File: config.mk
export PLATFORM = sky130hd
export DESIGN_NAME = ddr_rd_beat_cmp
export DESIGN_NICKNAME = d
export VERILOG_FILES = /design/src/rtl/ddr_rd_beat_cmp.sv
export SDC_FILE = /design/constraint.sdc
export NUM_CORES = 1
export LEC_CHECK = 0
export CORE_AREA = 4 4 235 237
export CTS_CLUSTER_DIAMETER = 50
export DETAILED_ROUTE_END_ITERATION = 12
export DIE_AREA = 0 0 239 241
export SETUP_SLACK_MARGIN = 0.05
export SYNTH_ARGS = -nofsm -noshare
export SYNTH_HDL_FRONTEND = slang
export SYNTH_SLANG_ARGS = --single-unit
File: constraint.sdc
create_clock -name clk -period 1.7 [get_ports clk]
set_input_delay 0.17 -clock clk [delete_from_list [all_inputs] [get_ports clk]]
set_output_delay 0.17 -clock clk [all_outputs]
set_load 0.01 [all_outputs]
File: src/rtl/ddr_rd_beat_cmp.sv
// Compares every 32-bit lane of an accepted R beat against the expected pattern word and
// reports a registered mismatch strobe together with the address of the offending beat.
module ddr_rd_beat_cmp #(
    parameter int DATA_W = 512,
    parameter int ADDR_W = 32
) (
    input  logic              clk,
    input  logic              reset,
    input  logic [DATA_W-1:0] rdata_i,
    input  logic [31:0]       exp_i,
    input  logic [ADDR_W-1:0] beat_addr_i,
    input  logic              accept_i,
    output logic              mism_o,
    output logic [ADDR_W-1:0] mism_addr_o
);

    localparam int LANES = DATA_W / 32;

    logic              any_bad;
    logic              mism_q;
    logic [ADDR_W-1:0] mism_addr_q;

    always_comb begin
        any_bad = 1'b0;
        for (int l = 0; l < LANES; l++) begin
            if (rdata_i[l*32 +: 32] != exp_i) begin
                any_bad = 1'b1;
            end
        end
    end

    always_ff @(posedge clk or posedge reset) begin
        if (reset) begin
            mism_q      <= 1'b0;
            mism_addr_q <= '0;
        end else begin
            mism_q <= accept_i && any_bad;
            if (accept_i) begin
                mism_addr_q <= beat_addr_i;
            end
        end
    end

    assign mism_o      = mism_q;
    assign mism_addr_o = mism_addr_q;

endmodule

* Word-level counts from Yosys, hierarchy flattened *
Index checks and enable logic that the tools add are counted.

cells by class
  add/subtract/negate cells = 0
  $mul = 0
  div/mod/pow operators = 0
  order comparisons = 0
  equal/unequal tests = 16
  shifts and indexed selects = 0
  mux-type cells = 16
  bitwise logic cells = 0
  reduce and logical (&&, ||, !) cells = 1

operator list
  operator           number
  $ne 32x32->1       16
  $mux 1             16
  $logic_and 1x1->1  1

storage, ports and cells
  bits in registers = 33
  latch bits = 0
  RAM bits = 0
  memory bits (read-only) = 0
  output and inout port bits = 33
  logic and storage cells = 35
  memories kept = 0

* Logic depth before layout (Yosys ltp) *
Gate-level depths: netlist of run 1.

  depth in word-level cells = 18
  depth in mapped cells = 8

* Worst setup path after synthesis of run 1 *
No wires, ideal clock.

  kind = input to register
  from = in exp_i[21]
  to = reg mism_q, in the netlist mism_o
  library setup time = 0.145 ns
  arrival time = 1.900 ns
  data required time = 1.555 ns
  path slack = -0.345 ns
  stages = 7
  path buffers = 1
  path through = buf_6 > or4_1 > mux2i_1 > o2111ai_1 > or4_1 > nor4_1 > a41oi_1

between the ends
  longest elaborated chain between the ends = 18

RTL lines
  item                   line  RTL
  start, declared        10    input logic [31:0] exp_i,
  $ne 32x32->1           26    if (rdata_i[l*32 +: 32] != exp_i) begin
  $mux 1 (15 in series)  26
  $mux 1 *               26
  $logic_and 1x1->1 *    37    mism_q <= accept_i && any_bad;
  end signal, assigned   37
  end, declared          20    logic mism_q;

Every way passes the cells marked *; elsewhere a longest branch is shown, timed or not.
A chain may end at the register's enable or synchronous reset.

* Worst setup path in the final report of run 1 *
  from = in exp_i[25]
  to = reg mism_q, in the netlist mism_o

The elaborated chain is that of the path after synthesis.

==> results of run 1 <==
## report_power, final
| group | internal, W | switching (W) | leakage (nW) | total [W] |
|---|---|---|---|---|
| clock network | 0.000695 | 0.000416 | 0.0801 | 0.00111 |
| registers | 0.000863 | 0.0000464 | 0.386 | 0.000909 |
| logic | 0.00197 | 0.00124 | 5.35 | 0.00321 |
| total | 0.00353 | 0.00170 | 5.82 | 0.00523 |
## placed cells by master (no fill, tap or decap), types with 12 or more instances in the layout
cell type        instances
and3_1                 100
buf_12                  33
buf_2                   14
buf_4                   97
buf_6                   18
clkdlybuf4s50_1        481
dfrtp_1                 33
dlygate4sd2_1           80
dlymetal6s2s_1          13
mux2_2                  32
nand3_1                 31
nand4_1                 49
nor3_1                  86
nor4_1                  13
nor4_2                  12
o21ai_0                 12
o22ai_1                 40
or3_1                   17
or4_1                   23
or4_4                   14
xnor2_1                 65
xor2_1                  42
## flip-flops by register name, summed over array words and instances, names as in the netlist
signal	flops
mism_addr_o	32
mism_o	1
## metal layers
layer | up-vias | share of wire, % | wire [um] | track usage, %
met1 | 4452 | 40 | 21600 | 20.7
met2 | 514 | 49 | 26700 | 31.2
met4 | 6 | 3.1 | 1660 | 4.67
met3 | 88 | 8.0 | 4350 | 4.24
met5 | - | 0.073 | 40 | 0
li1 | 4375 | - | - | -
## repair_timing
| action | 4_1_cts | 5_1_grt |
|---|---|---|
| cloned | 2 | 1 |
| hold endpoints to repair | 0 | 0 |
| resized for setup | 324 | 48 |
| endpoints found under the setup margin | 1 | 1 |
| pin swaps | 85 | 20 |
| setup buffers | 23 | 7 |
## final cells by class
class,instances,area (um2)
inverter,2,7.51
multi-input combinational,657,5360
fill,5695,38400
clock inverter,3,46.3
tap,696,871
clock buffer,5,125
antenna,11,27.5
timing repair buffer,758,7590
sequential,33,826
## metrics by stage
step / util (%) / hold WS (ns) / cells / worst slack [ns] / TNS (ns)
finish: 27.9 / 0.296 / 2165 / -0.409 / -0.409
floorplan: - / 0.299 / 733 / -0.256 / -0.256
global placement: 25.5 / 0.491 / 2114 / -1.36 / -1.36
global route: 27.9 / 0.339 / 2161 / -0.483 / -0.483
detailed placement: 25.5 / 0.495 / 2114 / -1.39 / -1.39
CTS: 27.4 / 0.311 / 2147 / -0.323 / -0.323
## worst min path at each step
| stage | slack (ns) | endpoint | start |
|---|---|---|---|
| after floorplan | 0.30 | mism_addr_o[0]$_DFFE_PP0P_ | reset |
| after global placement | 0.49 | mism_addr_o[6]$_DFFE_PP0P_ | mism_addr_o[6]$_DFFE_PP0P_ |
| after detailed placement | 0.49 | mism_addr_o[20]$_DFFE_PP0P_ | mism_addr_o[20]$_DFFE_PP0P_ |
| after CTS | 0.31 | mism_addr_o[31]$_DFFE_PP0P_ | reset |
| after global routing | 0.34 | mism_addr_o[18]$_DFFE_PP0P_ | reset |
| final | 0.30 | mism_addr_o[31]$_DFFE_PP0P_ | reset |
## worst max-delay path: cells and delay by family
family | cells | cell delay [ns]
AND/OR/NAND/NOR | 4 | 1.41
buffers and inverters | 3 | 0.38
multiplexers | 1 | 0.19
AO/OA/AOI/OAI | 1 | 0.12
## logic make-up (layout without fill, tap and decap cells)
group,count (synthesis),after routing,share of synthesized area (%)
xor gates and xnor gates,123,123,19.2
other,0,11,0
DFF,33,33,14.7
AOI/OAI and AO/OA,85,85,10.6
buffers and inverters,43,768,3.49
muxes,46,46,9.19
and+or+nand+nor,403,403,42.9
==> results.cfg, run 1 <==
[critical_path]
rrSetupSlack_ns = 0.89
slowest_stage = or4_4
setup.worst_path.start = exp_i[25]
crit_path_end = mism_o$_DFF_PP0_
worstPathMaxFanout = 4
path_common_cell = or4_4
endpoint_kind = flip-flop
worstPathCellList = buf_4 > buf_6 > buf_12 > or4_4 > mux2i_2 > nand4_2 > or4_4 > nor4_4 > a41oi_2
reg2reg_to = mism_addr_o[21]$_DFFE_PP0P_
start_kind = input pin
worstPathArrival_ns = 2.27
slowest_delay_ns = 0.59
worst_r2r_startpoint = mism_addr_o[21]$_DFFE_PP0P_
critical_path_required_ns = 1.86
critPathKind = input pin to flip-flop
r2r_cells = 1

[clock_network]
cts_hold_buf = 0
path_clk_slew_ns = 0.07
clkSinkCount = 33
ctsLongestPathBuffers = 2
cts_buffers = 5
ctsRootBufferMaster = clkbuf_16
insertion_delay_ns = 0.28
h-tree-depth = 2
cts_tree = yes

[route]
drtPass1Iterations = 7
drc = 0
ant_nets = 0
routed_wl_um = 54400
via_per_inst = 4.36
drt-initial-drc-count = 400
num_vias = 9435
wl_per_cell_um = 25.1

[grt]
grt.total_usage_pct = 17.4
antenna_found_initial = 14
grt_max_degree = 34
grt_pass1_wl_um = 71600
overflow = 0
grt_pass1_vias = 10000

[job]
drv_cap = 0

[sta]
fin_skew_ns = 0
clock.fmax_mhz = 474
rsz0062_at_grt = yes
drv_slew = 0
slew_headroom_pct = 60.9
period_needed_ns = 2.11
setup_viol = 1
worstMarginPinSlew_ns = 0.587
final-hold-violation-count = 0
setup_ws_ns = -0.409
fin_crit_sh_pct = 124

[place]
place_congestion = 0.916
place_area_um2 = 13600
dp_hpwl_um = 47000
port_buffers = 611

[cells_and_area]
areaGrowthSynthToFinish_pct = 164
final_area_um2 = 14900
drive_above_1_share_pct = 21.9
fin_nets = 2036

[logic_synthesis]
yosysUniqueCellTypes = 42
synth-async-reset-ratio_pct = 100
synth_edf_count = 0
synth_area_leaders = dfrtp_1 (15%), and3_1 (12%), xnor2_1 (12%)
syn_area_um2 = 5630
avgSynthCellArea_um2 = 7.67
netlist_top_cells_count = and3_1 (107), nor3_1 (99), xnor2_1 (76)
yosysSeqAreaShare_pct = 14.7
synth-main-ff-cell = dfrtp_1
ys_ff_latch = 33
synth_top_area_share_pct = 14.7
synth_most_common_cell = and3_1
synth_nets = 1312
yosysWarnings = 0
yosys.area.top_type = dfrtp_1
syn_inst = 733

[floorplan]
fp.dieW_um = 239
dieArea_um2 = 57600
start_util_pct = 10.6
io_pins = 612
fp.dieH_um = 241
core_um2 = 53300
num_rows = 85

[power_and_ir_drop]
total_power_w = 0.00523
ir_drop_mv = 0.352
powerDensity_nw_per_um2 = 352
p_leak_nw = 5.82

[outcome]
violations = negative setup slack
status = finished, violations left

[hold_path]
hold_class = input pin to asynchronous set/reset pin
Note: power is estimated with default switching activity, not from simulation.
==> inputs of run 2 (changes only) <==
Settings changed: MAX_ROUTING_LAYER from default to met4.
==> run 2 against run 1 <==
Net effect:
- the flow still finishes with violations (negative setup slack)
- maximum frequency is 6.8% higher
- sequential power hardly changed
- hold slack better by 0.0079 ns
- clock skew stayed put
- flip-flop and latch count stayed put
- die area stayed put
- setup slack better by 0.13 ns
- cell area is 0.26% lower
- non-clock buffer count is 5 lower
- largest cell class unchanged
- highest routed layer is now met4
==> results.cfg, run 2 (synthesis results as in run 1) <==
[critical_path]
critPathKind = input pin to flip-flop
critical_path_required_ns = 1.86
worstPathCellList = clkdlybuf4s50_1 > xor2_1 > nor4_1 > nand4_1 > or4_4 > nor4_4 > buf_4 > a41oi_2
start_kind = input pin
critPathBufInv = 2
cp_top_family = simple AND/OR/NAND/NOR gates
endpoint_kind = flip-flop
worstPathMaxFanout = 1
worstPathArrival_ns = 2.13
slowest_delay_ns = 0.60
slowest_stage = or4_4

[sta]
final-hold-violation-count = 0
clock.fmax_mhz = 506
fin_skew_ns = 0
setup_viol = 1
rsz0062_at_grt = yes
slew_headroom_pct = 69.1
drv_slew = 0
holdWs_ns = 0.304
period_needed_ns = 1.97
fin_crit_sh_pct = 116
worstMarginPinSlew_ns = 0.463
setup_ws_ns = -0.275

[clock_network]
insertion_delay_ns = 0.28
ctsRootBufferMaster = clkbuf_16
clkSinkCount = 33
cts_tree = yes
cts_buffers = 5
cts_hold_buf = 0
h-tree-depth = 2
path_clk_slew_ns = 0.07
ctsLongestPathBuffers = 2

[place]
place_ws_ns = -1.47
place_inst = 2108
dp_hpwl_um = 46900
place_area_um2 = 13500
port_buffers = 611
place_congestion = 0.961

[floorplan]
num_rows = 85
start_util_pct = 10.6
fp.dieH_um = 241
fp.dieW_um = 239
io_pins = 612
core_um2 = 53300
dieArea_um2 = 57600

[grt]
grt_pass1_vias = 10000
grt_max_degree = 34
antenna_found_initial = 11
grt_pass1_wl_um = 70300
overflow = 0
grt.total_usage_pct = 17.5

[route]
via_per_inst = 4.33
wl_per_cell_um = 24.6
ant_nets = 0
num_vias = 9352
routed_wl_um = 53100
drt-initial-drc-count = 310
drtPass1Iterations = 4
drc = 0

[cells_and_area]
final_common_cell = clkdlybuf4s50_1
layoutNonFillerInstCount = 2159
largest_reg_flops = 32
num-fill-cells = 5720
fin_nets = 2031
multi_input_area_um2 = 5400
final_cell_mix = clkdlybuf4s50_1 (469), and3_1 (102), buf_4 (90)
drive_above_1_share_pct = 22.2
seqCellArea_um2 = 826
areaGrowthSynthToFinish_pct = 163
final_area_um2 = 14800

[power_and_ir_drop]
p_switching_w = 0.00166
p_leak_nw = 5.84
powerDensity_nw_per_um2 = 349
p_seq_share_pct = 17.6
total_power_w = 0.00517
power_frac_comb_pct = 61.4
switching_share_pct = 32.0
ir_drop_mv = 0.322
p_int_w = 0.00352
clockPowerShare_pct = 21.0

[hold_path]
hold_class = input pin to asynchronous set/reset pin

[outcome]
status = finished, violations left
violations = negative setup slack

[job]
drv_cap = 0
## run 2: cell count changes in the layout (fill, tap and decap cells not counted), sizes merged
cell / change
clkbuf: -1
diode: -1
dlygate4sd2: +4
clkdlybuf4s50: -12
dlymetal6s2s: -1
clkdlybuf4s15: +4
buf: +1
## run 2: final cells by class
cell class                 count  share of cell area, %
antenna                       10                  0.169
timing repair buffer         753                   50.8
sequential                    33                   5.57
tap                          696                   5.88
clock inverter                 3                  0.312
clock buffer                   5                  0.844
multi-input combinational    657                   36.4
inverter                       2                 0.0507
## run 2: power groups by stage
| stage | combinational, W | clock (W) | sequential, W |
|---|---|---|---|
| 5_1_grt | 0.00337 | 0.00116 | 0.000918 |
| 2_1_floorplan | 0.000708 | 0 | 0.000951 |
| 3_3_place_gp | 0.00298 | 0 | 0.000918 |
| 3_5_place_dp | 0.00302 | 0 | 0.000924 |
| 6_report | 0.00317 | 0.00109 | 0.000909 |
| 4_1_cts | 0.00315 | 0.00113 | 0.000910 |
## run 2: metrics by stage
step	setup TNS, ns	util, %
global placement	-1.43	25.4
finish	-0.275	27.8
floorplan	-0.256	-
detailed placement	-1.47	25.4
CTS	-0.284	27.3
global route	-0.378	27.8
## run 2: final timing paths
kind	depth (start not counted)	slack [ns]	to	from
worst min register to register	1	0.50	mism_addr_o[26]$_DFFE_PP0P_	mism_addr_o[26]$_DFFE_PP0P_
worst max-delay path	8	-0.27	mism_o$_DFF_PP0_	rdata_i[387]
min in group clk	2	0.50	mism_addr_o[20]$_DFFE_PP0P_	beat_addr_i[20]
max in group asynchronous	3	1.07	mism_addr_o[17]$_DFFE_PP0P_	reset
worst min-delay path	3	0.30	mism_addr_o[20]$_DFFE_PP0P_	reset
worst max register to register	1	0.91	mism_addr_o[19]$_DFFE_PP0P_	mism_addr_o[19]$_DFFE_PP0P_
## run 2: what timing repair did
action / in CTS / in global routing
pin swaps: 86 / 28
buffers inserted: 23 / 9
gates cloned: 1 / 0
setup endpoints to repair: 1 / 1
gates resized for setup: 362 / 62
## run 2: routing by layer
metal,routed length (um),vias up,track usage (%)
met3,3540,52,3.04
met1,21700,4455,20.5
met5,0,-,-
met2,26700,465,31.2
met4,1240,0,4.65
li1,-,4380,-
